File: src/rtl/cmp8_bist_pkg.sv
// Shared types and the golden compare used by the cmp8 built-in self-test.
package cmp8_bist_pkg;

    typedef enum logic [1:0] {IDLE, DRIVE, SAMPLE, DONE} bist_state_t;

    localparam int unsigned CMP_WIDTH = 8;
    localparam int unsigned ERR_WIDTH = 16;

    // Returns {exp_greater, exp_lesser}; callers zero-extend narrower operands.
    function automatic logic [1:0] golden_cmp(input logic [31:0] op_a, input logic [31:0] op_b);
        return {op_a > op_b, op_a < op_b};
    endfunction

endpackage

File: src/rtl/bist_sweep_cnt.sv
// Sweep vector counter: synchronous clear, increment, and all-ones terminal flag.
module bist_sweep_cnt #(
    parameter int unsigned W = 16
) (
    input  logic         clk,
    input  logic         rst,
    input  logic         clr,
    input  logic         inc,
    output logic [W-1:0] vec,
    output logic         last
);

    always_ff @(posedge clk or posedge rst) begin
        if (rst) begin
            vec <= '0;
        end else if (clr) begin
            vec <= '0;
        end else if (inc) begin
            vec <= vec + W'(1);
        end
    end

    assign last = &vec;

endmodule

File: src/rtl/cmp8_bist.sv
// Exhaustive self-test sequencer for the magnitude comparator: drives every {a,b}
// pair, checks GREATER/LESSER against a golden compare and records the results.
module cmp8_bist
    import cmp8_bist_pkg::*;
#(
    parameter int unsigned WIDTH  = CMP_WIDTH,
    parameter int unsigned SETTLE = 1,
    parameter int unsigned ERRW   = ERR_WIDTH
) (
    input  logic             clk,
    input  logic             rst,
    input  logic             start,
    output logic [WIDTH-1:0] a,
    output logic [WIDTH-1:0] b,
    input  logic             greater,
    input  logic             lesser,
    output logic             busy,
    output logic             done,
    output logic             pass,
    output logic [ERRW-1:0]  err_count,
    output logic             fail_valid,
    output logic [WIDTH-1:0] fail_a,
    output logic [WIDTH-1:0] fail_b
);

    localparam int unsigned VW = 2 * WIDTH;
    localparam int unsigned SW = (SETTLE > 1) ? $clog2(SETTLE) : 1;
    localparam logic [SW-1:0] SETTLE_LOAD = SW'(SETTLE - 1);

    bist_state_t      state_q, state_d;
    logic [SW-1:0]    settle_q, settle_d;
    logic [ERRW-1:0]  err_q, err_d;
    logic             fv_q, fv_d;
    logic [WIDTH-1:0] fa_q, fa_d;
    logic [WIDTH-1:0] fb_q, fb_d;

    logic          vec_clr, vec_inc, vec_last;
    logic [VW-1:0] vec;
    logic [1:0]    expected;
    logic          mismatch;

    bist_sweep_cnt #(
        .W(VW)
    ) u_sweep_cnt (
        .clk (clk),
        .rst (rst),
        .clr (vec_clr),
        .inc (vec_inc),
        .vec (vec),
        .last(vec_last)
    );

    assign a = vec[VW-1:WIDTH];
    assign b = vec[WIDTH-1:0];

    assign expected = golden_cmp(32'(a), 32'(b));
    assign mismatch = (greater != expected[1]) || (lesser != expected[0]);

    always_comb begin
        state_d  = state_q;
        settle_d = settle_q;
        err_d    = err_q;
        fv_d     = fv_q;
        fa_d     = fa_q;
        fb_d     = fb_q;
        vec_clr  = 1'b0;
        vec_inc  = 1'b0;
        case (state_q)
            IDLE, DONE: begin
                if (start) begin
                    vec_clr  = 1'b1;
                    err_d    = '0;
                    fv_d     = 1'b0;
                    fa_d     = '0;
                    fb_d     = '0;
                    settle_d = SETTLE_LOAD;
                    state_d  = DRIVE;
                end
            end
            DRIVE: begin
                if (settle_q == '0) begin
                    state_d = SAMPLE;
                end else begin
                    settle_d = settle_q - SW'(1);
                end
            end
            SAMPLE: begin
                if (mismatch) begin
                    if (err_q != '1) begin
                        err_d = err_q + ERRW'(1);
                    end
                    // Only the first failing vector is kept.
                    if (!fv_q) begin
                        fv_d = 1'b1;
                        fa_d = a;
                        fb_d = b;
                    end
                end
                if (vec_last) begin
                    state_d = DONE;
                end else begin
                    vec_inc  = 1'b1;
                    settle_d = SETTLE_LOAD;
                    state_d  = DRIVE;
                end
            end
            default: state_d = IDLE;
        endcase
    end

    always_ff @(posedge clk or posedge rst) begin
        if (rst) begin
            state_q  <= IDLE;
            settle_q <= '0;
            err_q    <= '0;
            fv_q     <= 1'b0;
            fa_q     <= '0;
            fb_q     <= '0;
        end else begin
            state_q  <= state_d;
            settle_q <= settle_d;
            err_q    <= err_d;
            fv_q     <= fv_d;
            fa_q     <= fa_d;
            fb_q     <= fb_d;
        end
    end

    assign busy       = (state_q == DRIVE) || (state_q == SAMPLE);
    assign done       = (state_q == DONE);
    assign pass       = done && (err_q == '0);
    assign err_count  = err_q;
    assign fail_valid = fv_q;
    assign fail_a     = fa_q;
    assign fail_b     = fb_q;

endmodule

File: config.mk
export PLATFORM = sky130hd
export DESIGN_NAME = cmp8_bist
export DESIGN_NICKNAME = d
export VERILOG_FILES = /design/src/rtl/cmp8_bist_pkg.sv /design/src/rtl/bist_sweep_cnt.sv /design/src/rtl/cmp8_bist.sv
export SDC_FILE = /design/constraint.sdc
export NUM_CORES = 1
export LEC_CHECK = 0
export BUFFER_PORTS_ARGS = -buffer_cell sky130_fd_sc_hd__buf_4
export CORE_UTILIZATION = 60
export CTS_BUF_LIST = sky130_fd_sc_hd__clkbuf_8 sky130_fd_sc_hd__clkbuf_16
export CTS_CLUSTER_SIZE = 30
export DETAILED_ROUTE_END_ITERATION = 6
export PLACE_DENSITY = 0.93
export SLEW_MARGIN = 0
export SYNTH_ARGS = -nofsm -noshare
export SYNTH_HDL_FRONTEND = slang
export SYNTH_SLANG_ARGS = --single-unit
File: constraint.sdc
create_clock -name clk -period 5.15 [get_ports clk]
set_input_delay 1.03 -clock clk [delete_from_list [all_inputs] [get_ports clk]]
set_output_delay 1.03 -clock clk [all_outputs]
set_load 0.005 [all_outputs]
==> results.tsv <==
stage	metric	value	unit
status	outcome	finished, final reports clean	
layout	fin cells	465	
sta	Peak Freq	0.3089	GHz
sta	Worst-Margin Slew	1.155	ns
sta	final max-slew violation count	0	
clock_tree	hold_buf cts	0	
layout	most common cell after layout, fill and taps aside	nand2_1	
sta	Max Clock Skew	0.01415	ns
setup_path	Req. time, crit path	5.39	ns
clock_tree	Clock Tree Root	clkbuf_8	
clock_tree	CTS resizes	0	
placed_design	routability congestion estimate from global placement	0.8980	
clock_tree	clock insertion delay at the later pin of the skew report	0.31	ns
floorplan	die height	73.81	um
pwr	P_leak	1.660	nW
floorplan	initial core utilization	63.82	%
flow_run	Max Cap Violations	0	
clock_tree	postcts setup bufs	0	
drt	Post-route DRC	0	
setup_path	Max FO, Critical Path	16	
sta	endpoints failing setup	0	
floorplan	die width	73.81	um
synthesis	Synth Flop Type	dfrtp_1	
drt	Routed Antenna Nets	0	
pwr	Pwr Density	340.7	nW/um^2
clock_tree	clk sinks	51	
layout	filler cell count	359	
layout	final instance area	3613	um^2
global_route	first-pass GRT wire length	12480	um
global_route	gr ovfl total	0	
layout	layout cells sized above 1	21.86	%
synthesis	Mapped Cells	356	
global_route	GRT Total Usage	30.55	%
setup_path	slowest cell on the critical path	nor2_1	
drt	vias per cell	6.327	
clock_tree	CTS Buffer Depth	2	
sta	crit share post-route	62.86	%
clock_tree	TritonCTS clock tree	yes	
layout	Inserted Diodes	0	
sta	crit path time final	3.237	ns
setup_path	worst-path cell chain	inv_1, ha_1, a21oi_1, a21oi_2, o211ai_1, nand2_1, nor2_1, a32o_1	
global_route	largest net degree at the start of global routing	58	
clock_tree	H-tree Lvls	2	
synthesis	syn avg cell area	8.692	um^2
setup_path	largest stage delay on the critical path	0.99	ns
clock_tree	Clock transition at path regs	0.09	ns
layout	Final nets	417	
floorplan	core box area	4848	um^2
synthesis	EDFF count, synth	0	
floorplan	Cell Rows	25	
setup_path	Data arrival, critical path	3.48	ns
setup_path	CP Capture Type	register	
drt	final wirelength	7894	um
setup_path	startpoint types	register	
synthesis	Unique masters post-synth	48	
pwr	worst vdd ir	352.9	uV
drt	post-DR wirelength/cell	16.98	um
synthesis	Post-synth ARST share	100.0	%
synthesis	sequential element share of the synthesized area	41.25	%
floorplan	IO Count	57	
synthesis	post-synth net total	375	
placed_design	Buffers on Ports	56	
placed_design	Placed Instances	458	
layout	most frequent cells in the layout	nand2_1, buf_4, dfrtp_1	
synthesis	mapped cell area	3094	um^2
sta	hold violation total from the final report	0	
placed_design	Placement Cell Area	3507	um^2
sta	setup repair after global routing missed its margin	false	
global_route	initial antenna violation count	0	
drt	first-iteration detailed-routing DRC count	320	
layout	P&R area growth vs syn	16.78	%
synthesis	flops & latches, synth	51	
setup_path	WS Path Type	reg -> reg	
sta	slew margin rel.	22.72	%
hold_path	Hold Crit Class	reg -> reg	
floorplan	die area	5448	um^2
placed_design	DP HPWL	5391	um
global_route	vias in the first global route	2606	
drt	TritonRoute pass-1 iters	6	
drt	via count	2942	
clock_tree	CTS Buf Count	5	
synthesis	synthesis warning total	0	
sta	setup TNS	0	ns
-- metrics by stage --
stage | utilization [%] | hold WS (ns) | power, mW | setup WS (ns)
6_report | 74.53 | 0.5432 | 1.231 | 1.913
5_1_grt | 74.53 | 0.5788 | 1.296 | 1.607
4_1_cts | 74.53 | 0.5368 | 1.221 | 1.948
3_5_place_dp | 72.34 | 0.5145 | 0.9498 | 1.870
3_3_place_gp | 72.34 | 0.5087 | 0.9333 | 1.985
2_1_floorplan | - | 0.4893 | 0.8259 | 2.718
-- kinds of logic (layout without fill, tap and decap cells) --
group                      after synthesis  in the layout  synth area share [%]
xor gates and xnor gates                13             13                 3.680
DFF                                     51             51                 41.25
muxes                                    1              1                0.3639
and+or+nand+nor                        160            160                 26.32
AOI/OAI and AO/OA                       78             78                 17.39
adders and majority gates               14             14                 5.661
buffers and inverters                   39             81                 5.337
-- cell type report --
type                       instances  area [um^2]  area share (%)
multi-input combinational        266         1655           45.81
timing repair buffer              57        427.9           11.84
clock inverter                     2        37.54           1.039
clock buffer                       5        68.82           1.904
sequential                        51         1276           35.32
inverter                          17        63.81           1.766
tap                               67        83.83           2.320
-- synthesized netlist by cell type, types with 2 or more instances --
| cell type | count | area share, % |
|---|---|---|
| nor3_1 | 5 | 0.81 |
| o311ai_0 | 3 | 0.85 |
| and2_1 | 5 | 1.0 |
| a31oi_1 | 5 | 1.0 |
| o211ai_1 | 8 | 1.9 |
| nand4_1 | 11 | 2.2 |
| o22ai_1 | 2 | 0.40 |
| and3_1 | 7 | 1.4 |
| clkbuf_1 | 13 | 1.6 |
| a32o_1 | 2 | 0.65 |
| inv_1 | 17 | 2.1 |
| o21ai_1 | 2 | 0.32 |
| buf_2 | 5 | 0.81 |
| dfrtp_1 | 51 | 41 |
| ha_1 | 14 | 5.7 |
| nand2b_1 | 2 | 0.40 |
| or3_1 | 2 | 0.40 |
| xor2_1 | 6 | 1.7 |
| nand3_1 | 22 | 3.6 |
| xnor2_1 | 7 | 2.0 |
| a31o_2 | 15 | 4.2 |
| nor4_1 | 3 | 0.61 |
| nand3b_1 | 2 | 0.49 |
| nand2_1 | 60 | 7.3 |
| a21oi_1 | 11 | 1.8 |
| o21ai_0 | 19 | 3.1 |
| nor2_1 | 23 | 2.8 |
| and4_1 | 4 | 1.1 |
| a21o_1 | 4 | 0.97 |
| nor4b_1 | 8 | 2.3 |
-- state kept, by name, summed over array words and instances, names as in the netlist --
register / count
err_count: 16
fail_a: 8
fail_b: 8
fail_valid: 1
state_q: 2
u_sweep_cnt.vec: 16
-- power breakdown --
part	switching (mW)	internal, mW	total (mW)
logic	0.365	0.140	0.506
registers	0.0261	0.421	0.447
clock network	0.136	0.142	0.278
total	0.527	0.704	1.23
-- worst max-delay path, delay by kind of cell (launching register included) --
kind / cells / cell delay, ns
AO/OA/AOI/OAI: 4 / 0.90
adder cells (fa/ha/maj): 1 / 0.30
buffers and inverters: 1 / 0.16
flip-flops: 1 / 0.43
AND/OR/NAND/NOR: 2 / 1.38
-- worst paths after layout --
kind                                    start  slack [ns]           end  depth (start not counted)
setup / recovery           u_sweep_cnt.vec[3]        1.91     fail_b[7]                          8
hold / removal                      fail_a[7]        0.54     fail_a[7]                          1
max in group asynchronous                 rst        3.51    fail_valid                          2
min in group asynchronous                 rst        0.97  err_count[0]                          2
setup reg to reg           u_sweep_cnt.vec[3]        1.91     fail_b[7]                          8
hold reg to reg                     fail_a[7]        0.54     fail_a[7]                          1
-- layer usage --
| metal | track usage, % | part of all wire (%) |
|---|---|---|
| met3 | 5.213 | 6.0 |
| met2 | 50.46 | 51 |
| met1 | 39.43 | 41 |
| met5 | 0 | 0 |
| met4 | 13.25 | 2.1 |
Power figures use the tool's default switching activity.
